===== src/rtl/scan_chain_driver.sv =====
// Sequences one scan-chain transaction: shift in, latch, capture, shift out, publish.
// Optional SCAN_DRV_REPEAT_EN adds repeat_en to chain transactions back to back.
module scan_chain_driver #(
  parameter int NUM_DESIGNS = 4,
  parameter int NUM_IOS     = 8,
  parameter int SEL_W       = (NUM_DESIGNS > 1) ? $clog2(NUM_DESIGNS) : 1
) (
  input  logic               clk,
  input  logic               reset,
  input  logic               start,
  input  logic [SEL_W-1:0]   design_sel,
  input  logic [NUM_IOS-1:0] inputs,
`ifdef SCAN_DRV_REPEAT_EN
  input  logic               repeat_en,
`endif
  output logic               busy,
  output logic               done,
  output logic [NUM_IOS-1:0] outputs,
  output logic               scan_clk,
  output logic               scan_data_out,
  input  logic               scan_data_in,
  output logic               scan_select,
  output logic               scan_latch_en
);
  localparam int L  = NUM_DESIGNS * NUM_IOS;
  localparam int CW = $clog2(2 * L);
  localparam int IW = (NUM_IOS > 1) ? $clog2(NUM_IOS) : 1;
  localparam logic [CW-1:0] CNT_LAST = CW'(2 * L - 1);

  typedef enum logic [2:0] {S_IDLE, S_SHIFT_IN, S_LATCH, S_CAPTURE, S_SHIFT_OUT, S_DONE} state_t;

  state_t             state_q, state_d;
  logic [CW-1:0]      cnt_q, cnt_d;
  logic [SEL_W-1:0]   sel_q, sel_d;
  logic [NUM_IOS-1:0] in_q, in_d, shadow_q, shadow_d, outputs_q, outputs_d;
  logic busy_q, busy_d, done_q, done_d, sclk_q, sclk_d, sdo_q, sdo_d;
  logic ssel_q, ssel_d, slat_q, slat_d;

  logic [31:0]   k, pos, base;
  logic [IW-1:0] idx;
  logic          in_slot, phase, rpt;

  always_comb begin
    k       = 32'(cnt_q) >> 1;
    pos     = 32'(L - 1) - k;
    base    = 32'(sel_q) * 32'(NUM_IOS);
    in_slot = (pos >= base) && (pos < base + 32'(NUM_IOS));
    idx     = IW'(pos - base);
    phase   = cnt_q[0];
`ifdef SCAN_DRV_REPEAT_EN
    rpt = repeat_en;
`else
    rpt = 1'b0;
`endif

    state_d  = state_q;
    cnt_d    = cnt_q;
    sel_d    = sel_q;
    in_d     = in_q;
    shadow_d = shadow_q;
    case (state_q)
      S_IDLE: if (start) begin
        sel_d    = design_sel;
        in_d     = inputs;
        shadow_d = '0;
        cnt_d    = '0;
        state_d  = S_SHIFT_IN;
      end
      S_SHIFT_IN: begin
        cnt_d = cnt_q + 1'b1;
        if (cnt_q == CNT_LAST) begin
          cnt_d   = '0;
          state_d = S_LATCH;
        end
      end
      S_LATCH: state_d = S_CAPTURE;
      S_CAPTURE: begin
        cnt_d = cnt_q + 1'b1;
        if (phase) begin
          cnt_d   = '0;
          state_d = S_SHIFT_OUT;
        end
      end
      S_SHIFT_OUT: begin
        // Pins lag state by a cycle, so the pin-level phase-0 window ends on a state phase-1 edge.
        if (phase && in_slot) shadow_d[idx] = scan_data_in;
        cnt_d = cnt_q + 1'b1;
        if (cnt_q == CNT_LAST) begin
          cnt_d   = '0;
          state_d = S_DONE;
        end
      end
      S_DONE: begin
        state_d = S_IDLE;
        if (rpt) begin
          sel_d    = design_sel;
          in_d     = inputs;
          shadow_d = '0;
          cnt_d    = '0;
          state_d  = S_SHIFT_IN;
        end
      end
      default: state_d = S_IDLE;
    endcase

    // Registered pin values decoded from the current state.
    busy_d    = (state_q == S_SHIFT_IN) || (state_q == S_LATCH) ||
                (state_q == S_CAPTURE)  || (state_q == S_SHIFT_OUT);
    sclk_d    = ((state_q == S_SHIFT_IN) || (state_q == S_CAPTURE) ||
                 (state_q == S_SHIFT_OUT)) && phase;
    sdo_d     = (state_q == S_SHIFT_IN) && in_slot && in_q[idx];
    ssel_d    = (state_q == S_CAPTURE);
    slat_d    = (state_q == S_LATCH);
    done_d    = (state_q == S_DONE);
    outputs_d = (state_q == S_DONE) ? shadow_q : outputs_q;
  end

  always_ff @(posedge clk) begin
    if (reset) begin
      state_q   <= S_IDLE;
      cnt_q     <= '0;
      sel_q     <= '0;
      in_q      <= '0;
      shadow_q  <= '0;
      outputs_q <= '0;
      busy_q    <= 1'b0;
      done_q    <= 1'b0;
      sclk_q    <= 1'b0;
      sdo_q     <= 1'b0;
      ssel_q    <= 1'b0;
      slat_q    <= 1'b0;
    end else begin
      state_q   <= state_d;
      cnt_q     <= cnt_d;
      sel_q     <= sel_d;
      in_q      <= in_d;
      shadow_q  <= shadow_d;
      outputs_q <= outputs_d;
      busy_q    <= busy_d;
      done_q    <= done_d;
      sclk_q    <= sclk_d;
      sdo_q     <= sdo_d;
      ssel_q    <= ssel_d;
      slat_q    <= slat_d;
    end
  end

  assign busy          = busy_q;
  assign done          = done_q;
  assign outputs       = outputs_q;
  assign scan_clk      = sclk_q;
  assign scan_data_out = sdo_q;
  assign scan_select   = ssel_q;
  assign scan_latch_en = slat_q;
endmodule


===== config.mk =====
export PLATFORM = sky130hd
export DESIGN_NAME = scan_chain_driver
export DESIGN_NICKNAME = d
export VERILOG_FILES = /design/src/rtl/scan_chain_driver.sv
export SDC_FILE = /design/constraint.sdc
export NUM_CORES = 1
export LEC_CHECK = 0
export CAP_MARGIN = 40
export CORE_ASPECT_RATIO = 1.5
export CORE_MARGIN = 2
export CORE_UTILIZATION = 30
export CTS_BUF_LIST = sky130_fd_sc_hd__clkbuf_2 sky130_fd_sc_hd__clkbuf_4 sky130_fd_sc_hd__clkbuf_8
export CTS_CLUSTER_DIAMETER = 100
export DETAILED_ROUTE_END_ITERATION = 10
export DONT_BUFFER_PORTS = 1
export GPL_TIMING_DRIVEN = 0
export MAX_ROUTING_LAYER = met4
export SLEW_MARGIN = 15
export SYNTH_ARGS = -nofsm -noshare
export SYNTH_HDL_FRONTEND = slang
export SYNTH_SLANG_ARGS = --single-unit

===== constraint.sdc =====
create_clock -name clk -period 1.8 [get_ports clk]
set_input_delay 0.27 -clock clk [delete_from_list [all_inputs] [get_ports clk]]
set_output_delay 0.27 -clock clk [all_outputs]
set_load 0.005 [all_outputs]

==> key figures, run 1 <==
Route
  • DRT Pass-1 Iters: 4
  • Post-route ant nets: 0
  • Residual DRC count: 0
  • Via Count: 1665
  • DRT Wirelength: 4610 um
  • Iteration-0 DRC Markers: 80
  • Vias per cell: between 5 and 6
  • DR WL/cell: 14.3 um

Yosys
  • Adder-cell share of the synthesized area: 0.0448
  • Register area share after synthesis: 0.419
  • Synth area leader: dfxtp_1
  • Post-Synthesis Cells: 234
  • Area contributors post-synth: dfxtp_1 (42%), nand2_1 (5.9%), nor2_1 (4.8%)
  • Cell variety after synth: 40
  • Yosys warnings: 0
  • FF+latch count, synth: 41
  • Largest family of logic cells by synthesized area: simple AND/OR/NAND/NOR gates
  • Post-Syn Area: between 0.0015 and 0.002 mm2
  • Post-synth top area share: 0.419
  • Simple-Gate Fraction of Synth Area: 0.247
  • Synth Area per Inst: roughly 8.4 um2
  • Post-Synth XOR/XNOR Area: 0.00448
  • Synth Net Count: between 200 and 300
  • Mux cell area share after synthesis: 0.0460
  • Post-synthesis compound-gate area fraction: 0.181

Timing
  • Worst Clk Skew: 0.00590 ns
  • Hold Fails Final Rpt: 0
  • Final setup vio count: 7
  • RSZ-0062 raised after global routing: true
  • Post-route setup slack: -0.125 ns
  • Worst-Margin Slew: 0.527 ns
  • Minimum clock period: approximately 1.9 ns
  • TNS Setup: -0.694 ns
  • Max Freq: around 0.52 GHz
  • Hold Slack: slightly below 0.1 ns
  • Final period utilization: 1.07
  • Rel. slew slack: 0.649
  • Fin. max-slew vios: 0

Clock network
  • Total CTS buffers: 5
  • H-tree depth: 2
  • Clock sink total: 41
  • Clock latency at the later pin of the worst-skew pair: 0.29 ns
  • CTS Root Buffer Type: clkbuf_8
  • CTS tree: built
  • Clock Pin Slew Worst Setup and Hold Paths: 0.08 ns
  • Longest Clk Path Bufs: 2

Worst setup path
  • Crit path max-delay cell type: a221o_2
  • Worst EP required: 1.98 ns
  • Top cell by count, worst path: ha_4
  • Worst EP arrival: 2.11 ns
  • Crit path launch type: register
  • Worst path max stage delay: 0.38 ns
  • CP Max Fanout: 7
  • CP Capture Type: register
  • CP Cell Sequence: ha_4, inv_2, ha_4, nor2b_4, o21bai_4, a41o_1, nor2_4, a221o_2
  • Critical path class: register to register

Die
  • Starting density of the core: 0.306
  • Row count: 36
  • Die H: 103 um
  • Die ar.: 0.00720 mm2
  • Die width: around 70 um
  • Core ar.: 0.00640 mm2
  • IO Pins: 28

GRT
  • Largest net degree at the start of global routing: 13
  • GRT Util Overall: 0.136
  • Initial antenna violation count: 0
  • Grt met1 use: 0.136
  • Grt total ovfl: 0
  • M2 GR Usage: 0.256
  • First-pass GRT wire length: 7480 um
  • Routing usage on met3: 0.0215
  • GR peak layer: met2
  • Vias in the first global route: 1587

Placement
  • Port bufs: 0
  • Place WS: -0.252 ns
  • Final HPWL DP: 3470 um
  • RePlAce Congestion: 0.826

Power and ir drop
  • Internal power: 1300 uW
  • Worst vdd ir: 0.000325 V
  • Sw Pwr: roughly 430 uW
  • Switching Fraction: 0.251
  • Seq pwr share: 0.544
  • Gate power share: 0.098
  • Clock share of power: 0.358
  • Pleak: 0.000895 uW
  • Overall Power: ~1700 uW
  • PD cells: 762 mW/mm2

Final layout
  • Final net count: 267
  • Antenna diodes: 0
  • P&R area growth vs syn: 16.0%
  • Share of layout cells above drive strength 1: 0.179

Hold path
  • Hold Crit Class: primary input to register

Run
  • MaxCap Viol Count: 0

Outcome
  • Failing checks: setup timing
  • Status: complete, but fails checks
## logic make-up after synthesis
logic type | count (synthesis)
buffers and inverters | 26
AOI/OAI and AO/OA | 53
and+or+nand+nor | 97
DFF | 41
adders and majority gates | 7
xor gates and xnor gates | 1
muxes | 9
## stage by stage
| step | cells | cell area [um2] | util |
|---|---|---|---|
| 6_report | 322 | 2270 | 0.355 |
| 5_1_grt | 322 | 2270 | 0.355 |
| 4_1_cts | 321 | 2230 | 0.348 |
| 3_5_place_dp | 310 | 2080 | 0.325 |
| 3_3_place_gp | 310 | 2080 | 0.325 |
| 2_1_floorplan | 234 | 1980 | - |
## metal layers
layer | share of wire | vias to the layer above
met5 | 0 | -
met4 | 0.031 | 0
met3 | 0.032 | 10
met2 | 0.54 | 37
met1 | 0.40 | 773
li1 | - | 845
## cell type report
type	count	area (um2)
well taps	76	95.1
inverters	11	41.3
clock inverters	1	7.51
plain buffers	15	71.3
fillers	666	4130
flip-flops and latches	41	828
multi-input cells	167	1100
repair buffers	5	41.3
clock buffers	6	82.6
## synth_stat cells (all sizes together)
library cell and instances:
nand2 31, a21oi 18, nand2b 3, xnor2 1, o311a 1, inv 11, a221oi 1, mux2i 9
buf 6, o2bb2ai 1, and3 5, nor2 27, nor2b 6, a221o 7, a211oi 3, ha 7
a311o 1, a31oi 2, or3b 1, nand3 6, o21bai 1, nor3 10, nor4 3, a2111oi 1
nor4b 1, o22ai 1, a22oi 1, and2 2, clkbuf 9, o21ai 12, dfxtp 41, o31ai 2
a41o 1, nor3b 2
## power by group through the flow
stage	combinational, uW	sequential [uW]	clock (uW)
4_1_cts	160	941	633
5_1_grt	189	945	668
2_1_floorplan	107	960	0
3_5_place_dp	141	964	0
3_3_place_gp	139	963	0
6_report	170	941	618
## path summary, 6_finish.rpt
kind	startpoint	end	slack, ns	cells after the start
max	sel_q[0]	shadow_q[2]	-0.12	8
min	design_sel[1]	sel_q[1]	0.1	2
max reg2reg	sel_q[0]	shadow_q[2]	-0.12	8
min reg2reg	in_q[6]	in_q[6]	0.45	2
## critical path: cells and delay by family, from the launching register on
kind / cells / cell delay, ns
adders and majority gates: 2 / 0.45
AOI/OAI and AO/OA: 3 / 0.76
and+or+nand+nor: 2 / 0.20
buffers and inverters: 1 / 0.04
DFF: 1 / 0.36
## state kept, by name (all words and copies together) (netlist names), 2 cells and up
register / cells
sel_q: 2
in_q: 8
shadow_q: 8
outputs: 8
state_q: 3
cnt_q: 6
## layout by cell type, fill, tap and decap left out, drive strengths merged, types with 2 or more instances in the layout
| cell | count |
|---|---|
| dfxtp | 41 |
| nand2 | 31 |
| nor2 | 27 |
| a21oi | 18 |
| clkbuf | 15 |
| o21ai | 12 |
| inv | 11 |
| buf | 11 |
| nor3 | 10 |
| mux2i | 9 |
| a221o | 7 |
| ha | 7 |
| nand3 | 6 |
| nor2b | 6 |
| and3 | 5 |
| nand2b | 3 |
| a211oi | 3 |
| nor4 | 3 |
| nor3b | 2 |
| a31oi | 2 |
| and2 | 2 |
| o31ai | 2 |
## timing repair
item / 4_1_cts / 5_1_grt
setup endpoints to repair: 8 / 15
hold buffers: 0 / 0
resized for setup: 9 / 9
pin swaps: 7 / 6
setup buffers: 4 / 1
Note: power is estimated with default switching activity, not from simulation.
==> run 2: changes to the inputs <==
==> constraint.sdc (replaced) <==
create_clock -name clk -period 2.3 [get_ports clk]
set_input_delay 0.345 -clock clk [delete_from_list [all_inputs] [get_ports clk]]
set_output_delay 0.345 -clock clk [all_outputs]
set_load 0.005 [all_outputs]
==> key figures, run 2 (synthesis results as in run 1) <==
Placement
  • Port bufs: 0 (unchanged)
  • RePlAce Congestion: 0.866 (+4.9%)
  • Final HPWL DP: 3460 um (-0.45%)

GRT
  • First-pass GRT wire length: 7400 um (-1.1%)
  • Largest net degree at the start of global routing: 14 (+1)
  • Vias in the first global route: 1545 (-2.6%)
  • Grt total ovfl: 0 (unchanged)
  • Initial antenna violation count: 0 (unchanged)
  • GRT Util Overall: 0.137 (+0.000989)

Timing
  • Max Freq: 0.479 GHz (-7.9%)
  • Rel. slew slack: 0.666 (+0.0175)
  • Hold Fails Final Rpt: 0 (unchanged)
  • Final setup vio count: 0 (-7)
  • Final period utilization: 0.908 (-0.161)
  • RSZ-0062 raised after global routing: false
  • Hold Slack: 0.175 ns (+0.0778 ns)
  • Worst Clk Skew: 0.0136 ns (+0.00766 ns)
  • Minimum clock period: 2.09 ns (+0.164 ns)
  • Fin. max-slew vios: 0 (unchanged)
  • Worst-Margin Slew: 0.500 ns (-0.0263 ns)
  • TNS Setup: 0 ns (+0.694 ns)

Die
  • Core ar.: 0.00640 mm2 (unchanged)
  • Die H: 103 um (unchanged)
  • Starting density of the core: 0.306 (unchanged)
  • IO Pins: 28 (unchanged)
  • Die width: 69.9 um (unchanged)
  • Row count: 36 (unchanged)
  • Die ar.: 0.00720 mm2 (unchanged)

Route
  • DRT Wirelength: 4580 um (-0.69%)
  • DRT Pass-1 Iters: 4 (unchanged)
  • Iteration-0 DRC Markers: 85 (+6.3%)
  • Residual DRC count: 0 (unchanged)
  • DR WL/cell: 14.4 um (+0.56%)
  • WL met2: 2310 um (-7.2%)
  • Vias per cell: 5.23 (+1.1%)
  • Post-route ant nets: 0 (unchanged)
  • Routed wl met3: 183 um (+25%)
  • Top sig layer: met4
  • Routed met1 length: 1910 um (+4.0%)
  • Via Count: 1663 (-0.12%)

Worst setup path
  • CP Capture Type: register
  • Worst R2R Path Depth: 8 (unchanged)
  • Reg2Reg Setup Slack: 0.21 ns (+0.34 ns)
  • Worst EP arrival: 2.28 ns (+0.17 ns)
  • Critical path class: register to register
  • Worst EP required: 2.49 ns (+0.51 ns)
  • CP Max Fanout: 7 (unchanged)
  • Crit path launch type: register

Final layout
  • P&R area growth vs syn: 9.97%
  • Commonest non-fill, non-tap cell in the layout: dfxtp_1
  • Most frequent cells in the layout: dfxtp_1 (41), nand2_1 (31), nor2_1 (25)
  • Final net count: 262 (-1.9%)
  • Utilization after layout: 0.336 (-0.0184)
  • Share of layout cells above drive strength 1: 0.103 (-0.0756)
  • Antenna diodes: 0 (unchanged)

Clock network
  • # hold bufs at CTS: 0 (unchanged)
  • Clock latency at the later pin of the worst-skew pair: 0.30 ns (about the same)
  • Total CTS buffers: 5 (unchanged)
  • H-tree depth: 2 (unchanged)
  • CTS tree: built
  • Clock Pin Slew Worst Setup and Hold Paths: 0.09 ns (about the same)
  • Longest Clk Path Bufs: 2 (unchanged)
  • CTS Root Buffer Type: clkbuf_8
  • Clock sink total: 41 (unchanged)

Power and ir drop
  • Gate power share: 0.080 (-0.018)
  • Internal power: 1000 uW (-23%)
  • Pleak: 0.000872 uW (-2.6%)
  • Clock share of power: 0.375 (+0.017)
  • Switching Fraction: 0.257 (+0.00605)
  • Sw Pwr: 347 uW (-20%)
  • Seq pwr share: 0.545 (about the same)
  • Worst vdd ir: 0.000214 V (-34%)
  • PD cells: 628 mW/mm2 (-18%)

Outcome
  • Status: finished clean

Hold path
  • Hold depth: 2 (unchanged)
  • Hold Crit Class: primary input to register

Run
  • MaxCap Viol Count: 0 (unchanged)
==> run 2: cell count changes in the layout (fill, tap and decap cells not counted), moves of 3 or more <==
cell     previous run  this run
dfxtp_1            37        41
buf_4               4         0
ha_4                3         0
ha_1                3         7
dfxtp_2             3         0
==> run 2: layout make-up <==
cell class / count / area [um2]
clock inverter: 2 / 13.8
buffer: 15 / 70.1
sequential: 41 / 821
multi-input combinational: 167 / 1030
inverter: 11 / 41.3
tap: 76 / 95.1
fill: 683 / 4240
clock buffer: 6 / 82.6
==> run 2: worst max-delay path: stages, from the launching register on <==
cell      delay (ns)
dfxtp_1         0.35
ha_1            0.28
inv_1           0.04
ha_1            0.25
nor2b_1         0.13
o21bai_2        0.18
a41o_1          0.28
nor2_4          0.08
a221o_2         0.39
==> run 2: power by group through the flow <==
stage | logic (uW) | registers [uW] | clock network [uW]
2_1_floorplan | 81.0 | 750 | 0
3_3_place_gp | 106 | 752 | 0
3_5_place_dp | 107 | 753 | 0
4_1_cts | 108 | 736 | 517
5_1_grt | 123 | 739 | 547
6_report | 109 | 736 | 506
==> run 2: repair_timing <==
item / 4_1_cts / 5_1_grt
setup endpoints to repair: 0 / 1
setup buffers: 0 / 0
gates resized for setup: 0 / 1
==> run 2: metrics by stage <==
| stage | std cells | setup WS, ns | power [uW] | area (um2) |
|---|---|---|---|---|
| final | 318 | 0.211 | 1350 | 2150 |
| after detailed placement | 310 | 0.143 | 860 | 2050 |
| after CTS | 318 | 0.124 | 1360 | 2150 |
| after floorplan | 234 | 0.313 | 831 | 1960 |
| after global placement | 310 | 0.164 | 858 | 2050 |
| after global routing | 318 | 0.0909 | 1410 | 2150 |
==> run 2: path summary, 6_finish.rpt <==
path | to | from
setup reg to reg | shadow_q[2] | sel_q[0]
setup / recovery | shadow_q[2] | sel_q[0]
hold / removal | in_q[2] | inputs[2]
hold reg to reg | in_q[3] | in_q[3]
==> run 2: per-layer routing <==
layer | track usage | up-vias
met5 | - | -
met4 | 0.0917 | 0
met3 | 0.0362 | 16
met2 | 0.235 | 41
met1 | 0.137 | 771
li1 | - | 835
